===== src/rtl/if_stage_fetch.sv =====
// Instruction-fetch stage (pre-IF + IF): next-PC generation, instruction SRAM drive,
// and a one-entry hold buffer that keeps {pc, inst} stable under decode back-pressure.
module if_stage_fetch #(
  parameter logic [31:0] RESET_PC = 32'h1c000000,
  parameter logic [31:0] PC_STEP  = 32'd4
) (
  input  logic        clk,
  input  logic        reset,
  input  logic        ID_Allow_in,
  input  logic [33:0] br_bus,
  output logic        inst_sram_en,
  output logic [3:0]  inst_sram_we,
  output logic [31:0] inst_sram_addr,
  output logic [31:0] inst_sram_wdata,
  input  logic [31:0] inst_sram_rdata,
  output logic        IF_to_ID_Valid,
  output logic [63:0] IF_to_ID_Bus
);

  logic        br_taken;
  logic [31:0] br_target;
  logic        unused_id_stall;

  assign br_taken        = br_bus[33];
  assign br_target       = br_bus[32:1];
  assign unused_id_stall = br_bus[0];

  logic [31:0] if_pc_q, if_pc_d;
  logic        if_valid_q, if_valid_d;
  logic [31:0] inst_buf_q, inst_buf_d;
  logic        inst_buf_valid_q, inst_buf_valid_d;

  logic [31:0] seq_pc;
  logic [31:0] nextpc;
  logic        if_allow_in;
  logic        to_if_valid;
  logic [31:0] inst;

  assign seq_pc      = if_pc_q + PC_STEP;
  assign nextpc      = br_taken ? br_target : seq_pc;
  assign if_allow_in = ~if_valid_q | ID_Allow_in | br_taken;
  assign to_if_valid = ~reset;

  assign inst_sram_en    = to_if_valid & if_allow_in;
  assign inst_sram_we    = 4'b0;
  assign inst_sram_addr  = nextpc;
  assign inst_sram_wdata = 32'b0;

  always_comb begin
    // NOTE: every next-state signal gets a default first so no latch is inferred.
    if_pc_d          = if_pc_q;
    if_valid_d       = if_valid_q;
    inst_buf_d       = inst_buf_q;
    inst_buf_valid_d = inst_buf_valid_q;

    if (inst_sram_en) begin
      if_pc_d    = nextpc;
      if_valid_d = 1'b1;
    end

    // A redirect kills the IF instruction, so its held copy must not be replayed.
    if (inst_sram_en || br_taken) begin
      inst_buf_valid_d = 1'b0;
    end else if (if_valid_q && !ID_Allow_in && !inst_buf_valid_q) begin
      inst_buf_d       = inst_sram_rdata;
      inst_buf_valid_d = 1'b1;
    end
  end

  always_ff @(posedge clk) begin
    // NOTE: sequential state uses non-blocking assignments; reset is synchronous.
    if (reset) begin
      if_pc_q          <= RESET_PC - PC_STEP;
      if_valid_q       <= 1'b0;
      inst_buf_q       <= 32'b0;
      inst_buf_valid_q <= 1'b0;
    end else begin
      if_pc_q          <= if_pc_d;
      if_valid_q       <= if_valid_d;
      inst_buf_q       <= inst_buf_d;
      inst_buf_valid_q <= inst_buf_valid_d;
    end
  end

  // SRAM data is only valid the cycle after a read; the buffer covers longer stalls.
  assign inst           = inst_buf_valid_q ? inst_buf_q : inst_sram_rdata;
  assign IF_to_ID_Valid = if_valid_q & ~reset;
  assign IF_to_ID_Bus   = {if_pc_q, inst};

endmodule


===== config.mk =====
export PLATFORM = sky130hd
export DESIGN_NAME = if_stage_fetch
export DESIGN_NICKNAME = d
export VERILOG_FILES = /design/src/rtl/if_stage_fetch.sv
export SDC_FILE = /design/constraint.sdc
export NUM_CORES = 1
export LEC_CHECK = 0
export ABC_AREA = 1
export BUFFER_PORTS_ARGS = -buffer_cell sky130_fd_sc_hd__buf_2
export CELL_PAD_IN_SITES_DETAIL_PLACEMENT = 0
export CELL_PAD_IN_SITES_GLOBAL_PLACEMENT = 2
export CORE_MARGIN = 3
export CORE_UTILIZATION = 23
export DETAILED_ROUTE_END_ITERATION = 10
export PLACE_DENSITY_LB_ADDON = 0.1
export SYNTH_ARGS = -nofsm -noshare
export SYNTH_HDL_FRONTEND = slang
export SYNTH_SLANG_ARGS = --single-unit
export TNS_END_PERCENT = 10

===== constraint.sdc =====
create_clock -name clk -period 2.1 [get_ports clk]
set_input_delay 0.315 -clock clk [delete_from_list [all_inputs] [get_ports clk]]
set_output_delay 0.315 -clock clk [all_outputs]
set_load 0.005 [all_outputs]

* After elaboration in Yosys (flattened, before gate mapping)
Index checks and enable logic that the tools add are counted.
** Storage, ports and cells
- Bits in registers :: 66
- Input bits :: 69
- Output and inout port bits :: 134
- Word-level logic and storage cells :: 21
** Operators by class
- Add/sub/neg operators :: 1
- Mux-type cells :: 2
- Bitwise logic cells :: 7
- Reductions and logical operators :: 7
** Operator list (number)
- $mux W32 :: 2
- $add A32 B3 Y32 const B :: 1
- $not A1 Y1 :: 3
- $and A1 B1 Y1 :: 2
- $logic_and A1 B1 Y1 :: 2
- $logic_not A1 Y1 :: 2
- $or A1 B1 Y1 :: 2
- $reduce_and A2 Y1 :: 1
- $reduce_or A2 Y1 :: 1
- $logic_or A1 B1 Y1 :: 1

* Longest topological paths before layout
- Word-level depth :: 7
- Mapped depth :: 12
- Gate-level depth less buffers :: 12

* Least setup slack after synthesis
Ideal clock, no wire load.
- Path kind :: reg2out
- Start :: register if_pc_q[2]
- End :: output inst_sram_addr[26]
- Arrival :: 1.376 ns
- Data required time :: 1.785 ns
- Setup slack :: 0.409 ns
- Cell stages (with the launch flop) :: 10
- Buffers on the path :: 0
- Cells stage by stage :: dfxtp_1 > ha_1 > nand2_2 > nor2_4 > nand2_4 > inv_2 > nand2_1 > nand2_1 > nand3_1 > and2_1
** Between the ends
- Longest elaborated chain between the ends :: 2
** RTL lines
- start, declared :: RTL line 28 : logic [31:0] if_pc_q, if_pc_d;
- start signal, assigned :: RTL line 73 : if_pc_q <= RESET_PC - PC_STEP;
- start signal, assigned :: RTL line 78 : if_pc_q <= if_pc_d;
- $add A32 B3 Y32 :: RTL line 39 : assign seq_pc = if_pc_q + PC_STEP;
- $mux W32 :: RTL line 40 : assign nextpc = br_taken ? br_target : seq_pc;
- end, declared :: RTL line 13 : output logic [31:0] inst_sram_addr,
Every way passes these cells.

* Final worst setup path
- Start :: register if_pc_q[2]
- End :: output inst_sram_addr[15]
Same word-level chain as after synthesis.

==> summary.txt <==
Status
  • Outcome: finished, final reports clean

Floorplan
  • Core box area: 0.0177 sq mm
  • Initial Util: 23.9%
  • Area of the die: ~0.02 sq mm
  • Die Span Y: 142 um
  • Num rows: 48
  • I/O Pins: 203
  • DIE WIDTH: 142 um

STA
  • Final setup fails: 0
  • Fin crit period: ~2 ns
  • Final Slew Violations: 0
  • Hold_ws: about 0.25 ns
  • Final worst path period share: between 90% and 100%
  • Endpoints failing hold: 0
  • Final WS setup: 0.0479 ns
  • RSZ-0062 raised after global routing: yes
  • FMAX: around 0.5 GHz
  • Clock skew: approximately 0.0031 ns

CTS
  • Inserted Clock Buffers: 9
  • CTS Sinks: 66
  • Max clock buf depth: 2
  • CTS tree: yes
  • CTS clock-pin slew for the worst setup and hold paths: 0.06 ns
  • H-Tree Depth: 3
  • Root Driver: clkbuf_16
  • Hold Buf Count CTS: 0
  • Clock Latency Late Sink: 0.35 ns

Drt
  • Final WL: 15500 um
  • Via Count: 4697
  • TritonRoute pass-1 iters: 4
  • Via density: 4.32
  • DRT antenna net count: 0
  • DR DRC count: 0
  • Wire length per cell: roughly 14 um
  • Initial DRC Count: 223

Placed design
  • Post-place setup slack: 0.189 ns
  • Inst Count DP: 1054
  • Count of input and output buffers: 165
  • Gpl congestion: 0.844
  • HPWL Detailed: 11700 um

GRT
  • Total grt overflow: 0
  • GRT Util Overall: 15.4%
  • Initial antenna violation count: 1
  • Largest net degree at the start of global routing: 66
  • Vias in the first global route: 4531
  • Global-route wire length before repair: 24300 um

Finish
  • Nets: 927
  • Share of layout cells above drive strength 1: 37.1%
  • Area grow syn2layout: 38.9%
  • Most common cell after layout, fill and taps aside: nand2_1
  • Ant diodes: 0
  • Core Util, Final: 33.3%
  • Fin cells: 1087
  • Most frequent cells in the layout: nand2_1 (170), buf_2 (164), inv_1 (84)

Yosys
  • Distinct cells, synth: 31
  • Flops & latches, synth: 66
  • Synth area leaders: dfxtp_1 (31%), nand2_1 (16%), o21ai_0 (9.2%), inv_1 (7.6%), buf_4 (6.7%)
  • Syn Inst Count: around 680
  • Top-area cell type share of the netlist area: 31.3%
  • Sequential area share after synthesis: between 30% and 40%
  • Ys Warns: 0
  • Syn Area/Cell: approximately 6.3 sq um
  • Cell taking the most area after synthesis: dfxtp_1
  • Synthesized area: around 0.0042 sq mm

Power and ir drop
  • Peak VDD IR: ~0.00037 V
  • P per Cell Area: 682 mW/mm^2
  • Leakage power: 2.92 nW
  • Total power: 4.01 mW

Hold path
  • Worst min path class: in2reg

Setup path
  • WS Path Type: reg2out
  • Crit-path max FO: 6
  • Critical path data required time: 1.78 ns
  • CP startpoint kind: register
  • Setup crit end kind: output pin
  • Crit path DAT: 1.74 ns

Run
  • Max Cap Viol: 0
==> critical path, cell delays in order (launching register included) <==
cell and delay, ns:
dfxtp_2 0.35, buf_6 0.12, nand2_4 0.05, nor2_4 0.14, nand2_2 0.08, nor2_4 0.20
buf_4 0.15, nand2_1 0.04, nand3_1 0.05, nand2_1 0.06, buf_2 0.13
==> what timing repair did <==
action                     CTS  global route
buffers inserted            11             6
cloned                       0             0
setup endpoints to repair   21            21
gates resized for setup     49            45
pin swaps                   13            21
==> worst paths after layout <==
check	startpoint	slack (ns)	to	depth (start not counted)
max reg2reg	if_pc_q[3]	0.10	if_pc_q[28]	16
max	if_pc_q[2]	0.05	inst_sram_addr[15]	10
min	inst_sram_rdata[29]	0.25	inst_buf_q[29]	3
min reg2reg	inst_buf_q[23]	0.45	inst_buf_q[23]	2
==> area by class of cell <==
cell class,count,area (sq um)
clock buffers,10,239
clock inverters,6,41.3
fillers,2017,11800
inverters,94,359
multi-input cells,488,2460
flip-flops and latches,66,1390
well taps,225,282
repair buffers,198,1100
==> cells in the mapped netlist (all sizes together) <==
cell / count
nand2: 192
inv: 94
o21ai: 84
dfxtp: 66
nor2: 55
buf: 47
nand3: 43
a21oi: 40
clkbuf: 16
o22ai: 12
or2: 9
and2: 5
nand3b: 4
nand4: 3
a31oi: 1
conb: 1
ha: 1
o211ai: 1
xnor2: 1
xor2: 1
==> metal layers <==
metal	vias up	track usage, %	wire (um)
met5	-	0	7
met4	2	4.44	238
met3	16	4.89	1060
met2	124	26.1	7570
met1	2115	18.9	6640
li1	2440	-	-
==> registers in the layout, summed over array words and instances (netlist names) <==
name and count:
inst_buf_q 32, if_pc_q 32, if_valid_q 1, inst_buf_valid_q 1
==> power by group <==
| group | internal [mW] | leakage [nW] | switching, mW |
|---|---|---|---|
| Clock | 0.831 | 0.131 | 0.630 |
| Sequential | 1.34 | 0.542 | 0.0957 |
| Combinational | 0.457 | 2.25 | 0.648 |
| Total | 2.63 | 2.92 | 1.37 |
==> cells by family (layout without fill, tap and decap cells) <==
| family | Yosys count | after routing | share of synthesized area [%] |
|---|---|---|---|
| other cells | 1 | 36 | 0.0887 |
| simple gates | 311 | 311 | 33.3 |
| compound gates | 138 | 138 | 17.0 |
| xor+xnor | 2 | 2 | 0.415 |
| flops | 66 | 66 | 31.3 |
| buf+inv | 157 | 308 | 17.6 |
| fa+ha+maj | 1 | 1 | 0.296 |
==> per-stage QoR <==
step | TNS, ns | instance area (sq um)
3_5_place_dp | 0 | 5200
6_report | 0 | 5870
5_1_grt | -0.821 | 5870
2_1_floorplan | 0 | 4360
3_3_place_gp | 0 | 5200
4_1_cts | -0.0765 | 5700
Note: power is estimated with default switching activity, not from simulation.
